File: config.mk
export PLATFORM = sky130hd
export DESIGN_NAME = btn_cond
export DESIGN_NICKNAME = d
export VERILOG_FILES = /design/src/rtl/btn_cond_pkg.sv /design/src/rtl/btn_cond_ch.sv /design/src/rtl/btn_cond.sv
export SDC_FILE = /design/constraint.sdc
export NUM_CORES = 1
export LEC_CHECK = 0
export BUFFER_PORTS_ARGS = -buffer_cell sky130_fd_sc_hd__buf_2
export CORE_MARGIN = 2
export CORE_UTILIZATION = 44
export CTS_CLUSTER_DIAMETER = 60
export CTS_CLUSTER_SIZE = 12
export DETAILED_ROUTE_END_ITERATION = 16
export PLACE_DENSITY = 0.64
export SLEW_MARGIN = 15
export SYNTH_ARGS = -nofsm -noshare
export SYNTH_HDL_FRONTEND = slang
export SYNTH_SLANG_ARGS = --single-unit
File: constraint.sdc
create_clock -name clk -period 5.7 [get_ports clk]
set_clock_uncertainty 0.2 [all_clocks]
set_input_delay 1.14 -clock clk [delete_from_list [all_inputs] [get_ports clk]]
set_output_delay 1.14 -clock clk [all_outputs]
set_load 0.05 [all_outputs]
File: src/rtl/btn_cond_pkg.sv
// Shared types and constants for the button conditioner.
// Optional auto-repeat is enabled by defining BTN_AUTOREPEAT_EN.
package btn_cond_pkg;

    typedef enum logic [1:0] {
        LOW,
        RISE_CHK,
        HIGH,
        FALL_CHK
    } btn_state_t;

    localparam int BTN_M = 0;
    localparam int BTN_R = 1;

    function automatic int max_int(input int a, input int b);
        return (a > b) ? a : b;
    endfunction

endpackage

File: src/rtl/btn_cond_ch.sv
// One button channel: 2-FF synchronizer, debounce FSM, held press pulse.
// Define BTN_AUTOREPEAT_EN to add hold-to-repeat pulses while pressed.
module btn_cond_ch
    import btn_cond_pkg::*;
#(
    parameter int DEBOUNCE_CYC = 1_000_000,
    parameter int HOLD_CYC     = 50_000_000,
    parameter int REPEAT_CYC   = 20_000_000
) (
    input  logic clk,
    input  logic rst,
    input  logic tick,
    input  logic raw,
    output logic lvl,
    output logic p
);

    localparam int CW = $clog2(DEBOUNCE_CYC);
    localparam logic [CW-1:0] CNT_TOP = CW'(DEBOUNCE_CYC - 1);

    if (DEBOUNCE_CYC < 2 || HOLD_CYC < 1 || REPEAT_CYC < 1) begin : g_bad_param
        $error("btn_cond_ch: illegal parameter value");
    end

    logic             s1;
    logic             s2;
    btn_state_t       state;
    btn_state_t       state_nx;
    logic [CW-1:0]    cnt;
    logic [CW-1:0]    cnt_nx;
    logic             pend;
    logic             pend_nx;
    logic             acc;
    logic             set;

`ifdef BTN_AUTOREPEAT_EN
    localparam int HW = $clog2(max_int(HOLD_CYC, REPEAT_CYC) + 1);

    logic [HW-1:0] hcnt;
    logic [HW-1:0] hcnt_nx;
    logic          rep;
    logic          rep_nx;
    logic          fire;
`endif

    always_ff @(posedge clk or posedge rst) begin
        if (rst) begin
            s1    <= 1'b0;
            s2    <= 1'b0;
            state <= LOW;
            cnt   <= '0;
            pend  <= 1'b0;
`ifdef BTN_AUTOREPEAT_EN
            hcnt  <= '0;
            rep   <= 1'b0;
`endif
        end else begin
            s1    <= raw;
            s2    <= s1;
            state <= state_nx;
            cnt   <= cnt_nx;
            pend  <= pend_nx;
`ifdef BTN_AUTOREPEAT_EN
            hcnt  <= hcnt_nx;
            rep   <= rep_nx;
`endif
        end
    end

    always_comb begin
        state_nx = state;
        cnt_nx   = cnt;
        acc      = 1'b0;
        unique case (state)
            LOW: begin
                if (s2) begin
                    state_nx = RISE_CHK;
                    cnt_nx   = '0;
                end
            end
            RISE_CHK: begin
                if (!s2) begin
                    state_nx = LOW;
                    cnt_nx   = '0;
                end else if (cnt == CNT_TOP) begin
                    state_nx = HIGH;
                    cnt_nx   = '0;
                    acc      = 1'b1;
                end else begin
                    cnt_nx = cnt + 1'b1;
                end
            end
            HIGH: begin
                if (!s2) begin
                    state_nx = FALL_CHK;
                    cnt_nx   = '0;
                end
            end
            FALL_CHK: begin
                if (s2) begin
                    state_nx = HIGH;
                    cnt_nx   = '0;
                end else if (cnt == CNT_TOP) begin
                    state_nx = LOW;
                    cnt_nx   = '0;
                end else begin
                    cnt_nx = cnt + 1'b1;
                end
            end
            default: begin
                state_nx = LOW;
                cnt_nx   = '0;
            end
        endcase
    end

`ifdef BTN_AUTOREPEAT_EN
    // First repeat after HOLD_CYC, then every REPEAT_CYC; rep marks the phase.
    always_comb begin
        fire    = 1'b0;
        hcnt_nx = '0;
        rep_nx  = 1'b0;
        if (state == HIGH) begin
            fire = rep ? (hcnt == HW'(REPEAT_CYC - 1))
                       : (hcnt == HW'(HOLD_CYC - 1));
        end
        if (state == HIGH && state_nx == HIGH) begin
            hcnt_nx = fire ? '0 : hcnt + 1'b1;
            rep_nx  = rep | fire;
        end
    end

    assign set = acc | fire;
`else
    assign set = acc;
`endif

    // A new press wins over a same-cycle consume.
    always_comb begin
        pend_nx = pend;
        if (tick) begin
            pend_nx = 1'b0;
        end
        if (set) begin
            pend_nx = 1'b1;
        end
    end

    always_comb begin
        lvl = (state == HIGH) || (state == FALL_CHK);
        p   = pend;
    end

endmodule

File: src/rtl/btn_cond.sv
// Button conditioner: N_BTN independent debounced channels sharing tick.
// Define BTN_AUTOREPEAT_EN to enable hold-to-repeat press pulses.
module btn_cond
    import btn_cond_pkg::*;
#(
    parameter int N_BTN        = 2,
    parameter int DEBOUNCE_CYC = 1_000_000,
    parameter int HOLD_CYC     = 50_000_000,
    parameter int REPEAT_CYC   = 20_000_000
) (
    input  logic             clk,
    input  logic             rst,
    input  logic             tick,
    input  logic [N_BTN-1:0] btn_raw,
    output logic [N_BTN-1:0] btn_lvl,
    output logic [N_BTN-1:0] btn_p
);

    for (genvar i = 0; i < N_BTN; i++) begin : g_ch
        btn_cond_ch #(
            .DEBOUNCE_CYC(DEBOUNCE_CYC),
            .HOLD_CYC    (HOLD_CYC),
            .REPEAT_CYC  (REPEAT_CYC)
        ) u_ch (
            .clk (clk),
            .rst (rst),
            .tick(tick),
            .raw (btn_raw[i]),
            .lvl (btn_lvl[i]),
            .p   (btn_p[i])
        );
    end

endmodule

==> flow_metrics.env <==
export IMPL_drtPass1Iterations=4
export IMPL_cp_endpoint="g_ch[1].u_ch.cnt[13]$_DFFE_PP0P_"
export IMPL_worstPathRequired_ps=5700
export IMPL_cts_tree="done"
export IMPL_postCtsSetupRepairBufs=0
export IMPL_drive_gt1_share_pct=12.15
export IMPL_synthToLayoutAreaGrowth_pct=3.479
export IMPL_rsz0062_at_grt="false"
export IMPL_multi_input_area_um2=1358
export IMPL_ys_types=57
export IMPL_async_flop_share_pct=100.0
export IMPL_die_h_um=83.33
export IMPL_cts_root_buf="clkbuf_8"
export IMPL_ctsHoldBuffers=0
export IMPL_path_clk_slew_ps=90
export IMPL_dp_cells=355
export IMPL_ctsResizeCount=0
export IMPL_grtUsageTotal_pct=15.62
export IMPL_seq_area_frac_synth_pct=45.19
export IMPL_min_path_type="reg2reg"
export IMPL_cellLeakagePower_nw=1.233
export IMPL_drt_initial_drc_count=192
export IMPL_ios=9
export IMPL_slew_headroom_pct=42.80
export IMPL_dieArea_um2=6944
export IMPL_final_core_util_pct=47.83
export IMPL_crit_type="reg2reg"
export IMPL_yosysWarnings=0
export IMPL_ys_flop_type="dfrtp_1"
export IMPL_dp_hpwl_mm=3.485
export IMPL_final_nets=294
export IMPL_critPathLaunch="g_ch[1].u_ch.cnt[0]$_DFFE_PP0P_"
export IMPL_critPathMaxFanout=17
export IMPL_syn_area_per_cell_um2=9.581
export IMPL_routed_via_density=5.906
export IMPL_start_util_pct=46.22
export IMPL_layout_min_cycle_time_ps=2459
export IMPL_mostFrequentLayoutCell="dfrtp_1"
export IMPL_fmax_ghz=0.4066
export IMPL_slew_viol_final=0
export IMPL_syn_area_um2=2769
export IMPL_setup_viol=0
export IMPL_worstPathArrival_ps=2460
export IMPL_wl_per_cell_um=14.35
export IMPL_r2r_cells=7
export IMPL_finalSetupTns_ps=0
export IMPL_start_kind="flop"
export IMPL_clockBufferDepth=2
export IMPL_synth_seq_cells=50
export IMPL_gp_congestion=0.7755
export IMPL_power_density_nw_per_um2=345.2
export IMPL_r2r_end="g_ch[1].u_ch.cnt[13]$_DFFE_PP0P_"
export IMPL_synth_enable_flop_cells=0
export IMPL_ir_drop_mv=0.2427
export IMPL_timing_rr_start="g_ch[1].u_ch.cnt[0]$_DFFE_PP0P_"
export IMPL_layoutNonFillerInstCount=363
export IMPL_die_w_um=83.33
export IMPL_grt_max_degree=51
export IMPL_grt_pass1_wl_mm=9.094
export IMPL_yosys_top_cells_area="dfrtp_1, a31oi_1, nand2_1, nand3_1, a21oi_1"
export IMPL_timing_final_crit_share_pct=43.14
export IMPL_register_area_um2=1251
export IMPL_outcome="completed"
export IMPL_htreeDepth=2
export IMPL_reg2reg_slack_ps=3240
export IMPL_antenna_cells=0
export IMPL_antenna_found_initial=0
export IMPL_worstMarginPinSlew_ps=856.1
export IMPL_syn_inst=289
export IMPL_clkSinkCount=50
export IMPL_portBuffers=8
export IMPL_synth_nets=296
export IMPL_num_rows=28
export IMPL_drv_cap=0
export IMPL_post_route_drc_count=0
export IMPL_clock_latency_ps=300
export IMPL_ant_nets=0
export IMPL_grt_pass1_vias=1957
export IMPL_end_kind="flop"
export IMPL_fillers=541
export IMPL_layout_common_cells="dfrtp_1, nand2_1, a31oi_1, nand3_1, a21oi_1"
export IMPL_netlist_area_leader_share_pct=45.19
export IMPL_numCtsBuffers=5
export IMPL_grt_ovfl_total=0
export IMPL_num_vias=2144
export IMPL_core_um2=5991
export IMPL_synth_top_area_cell="dfrtp_1"
export IMPL_wirelength_mm=5.208
export IMPL_hold_viol=0
[cell usage after synthesis (4+ instances only)]
| cell type | n |
|---|---|
| dfrtp_1 | 50 |
| nand2_1 | 37 |
| a31oi_1 | 25 |
| nand3_1 | 21 |
| a21oi_1 | 18 |
| nor2_1 | 16 |
| and3_1 | 8 |
| buf_6 | 7 |
| nand2b_1 | 7 |
| o21ai_1 | 7 |
| a21o_1 | 6 |
| inv_1 | 6 |
| nand4_1 | 6 |
| clkbuf_1 | 5 |
| buf_4 | 4 |
| mux2i_1 | 4 |
| nor3_1 | 4 |
| o21ai_0 | 4 |
[stage by stage]
| stage | setup WS (ps) | hold slack, ps | power [W] | area [um2] |
|---|---|---|---|---|
| 2_1_floorplan | 3159 | 131.2 | 0.0007596 | 2769 |
| 3_5_place_dp | 3234 | 138.6 | 0.0007822 | 2773 |
| 6_report | 3241 | 160.8 | 0.0009891 | 2865 |
| 3_3_place_gp | 3334 | 134.1 | 0.0007746 | 2773 |
| 4_1_cts | 3240 | 165.2 | 0.0009960 | 2864 |
| 5_1_grt | 3032 | 169.8 | 0.001055 | 2865 |
[metal layers]
layer	part of all wire, %	global-route usage (%)
met3	3.6	2.584
met5	0	0
met2	43	23.97
met4	1.0	4.322
met1	52	22.84
[worst max-delay path, stage by stage (launching register included)]
cell and delay [ps]:
dfrtp_1 430, ha_1 270, nand2_1 110, nor2_1 100, a21oi_2 600, buf_4 310
nand2_1 70, o311ai_1 270
[state kept, by name (all words and copies together), names as in the netlist, named ones only]
name and flops:
g_ch.u_ch.s1 2, g_ch.u_ch.state 2, g_ch.u_ch.s2 2, g_ch.u_ch.p 2, g_ch.u_ch.cnt 40
[report_power, final]
group | switching (W) | internal, W
Clock | 0.000115 | 0.0000982
Combinational | 0.000238 | 0.000105
Sequential | 0.0000440 | 0.000389
Total | 0.000397 | 0.000592
[worst min path at each step]
stage          slack, ps  cells past startpoint                         to                       from
3_5_place_dp         140                      0  g_ch[1].u_ch.s2$_DFF_PP0_  g_ch[1].u_ch.s1$_DFF_PP0_
2_1_floorplan        130                      0  g_ch[0].u_ch.s2$_DFF_PP0_  g_ch[0].u_ch.s1$_DFF_PP0_
4_1_cts              170                      0  g_ch[0].u_ch.s2$_DFF_PP0_  g_ch[0].u_ch.s1$_DFF_PP0_
5_1_grt              170                      0  g_ch[0].u_ch.s2$_DFF_PP0_  g_ch[0].u_ch.s1$_DFF_PP0_
6_report             160                      0  g_ch[0].u_ch.s2$_DFF_PP0_  g_ch[0].u_ch.s1$_DFF_PP0_
3_3_place_gp         130                      0  g_ch[0].u_ch.s2$_DFF_PP0_  g_ch[0].u_ch.s1$_DFF_PP0_
[cells by family after synthesis]
| kind of cell | after synthesis | share of synthesized area, % |
|---|---|---|
| XOR/XNOR | 4 | 1.265 |
| AND/OR/NAND/NOR | 123 | 25.53 |
| adder cells (fa/ha/maj) | 2 | 0.9036 |
| flip-flops | 50 | 45.19 |
| AO/OA/AOI/OAI | 80 | 19.07 |
| multiplexers | 6 | 2.259 |
| buffers and inverters | 24 | 5.784 |
[layout make-up]
class,count,area share [%]
multi-input combinational,215,47.38
sequential,50,43.67
tap,75,3.275
clock buffer,7,3.013
timing repair buffer,9,1.659
inverter,6,0.8297
clock inverter,1,0.1747
No activity file was read; power rests on OpenSTA's default activity.
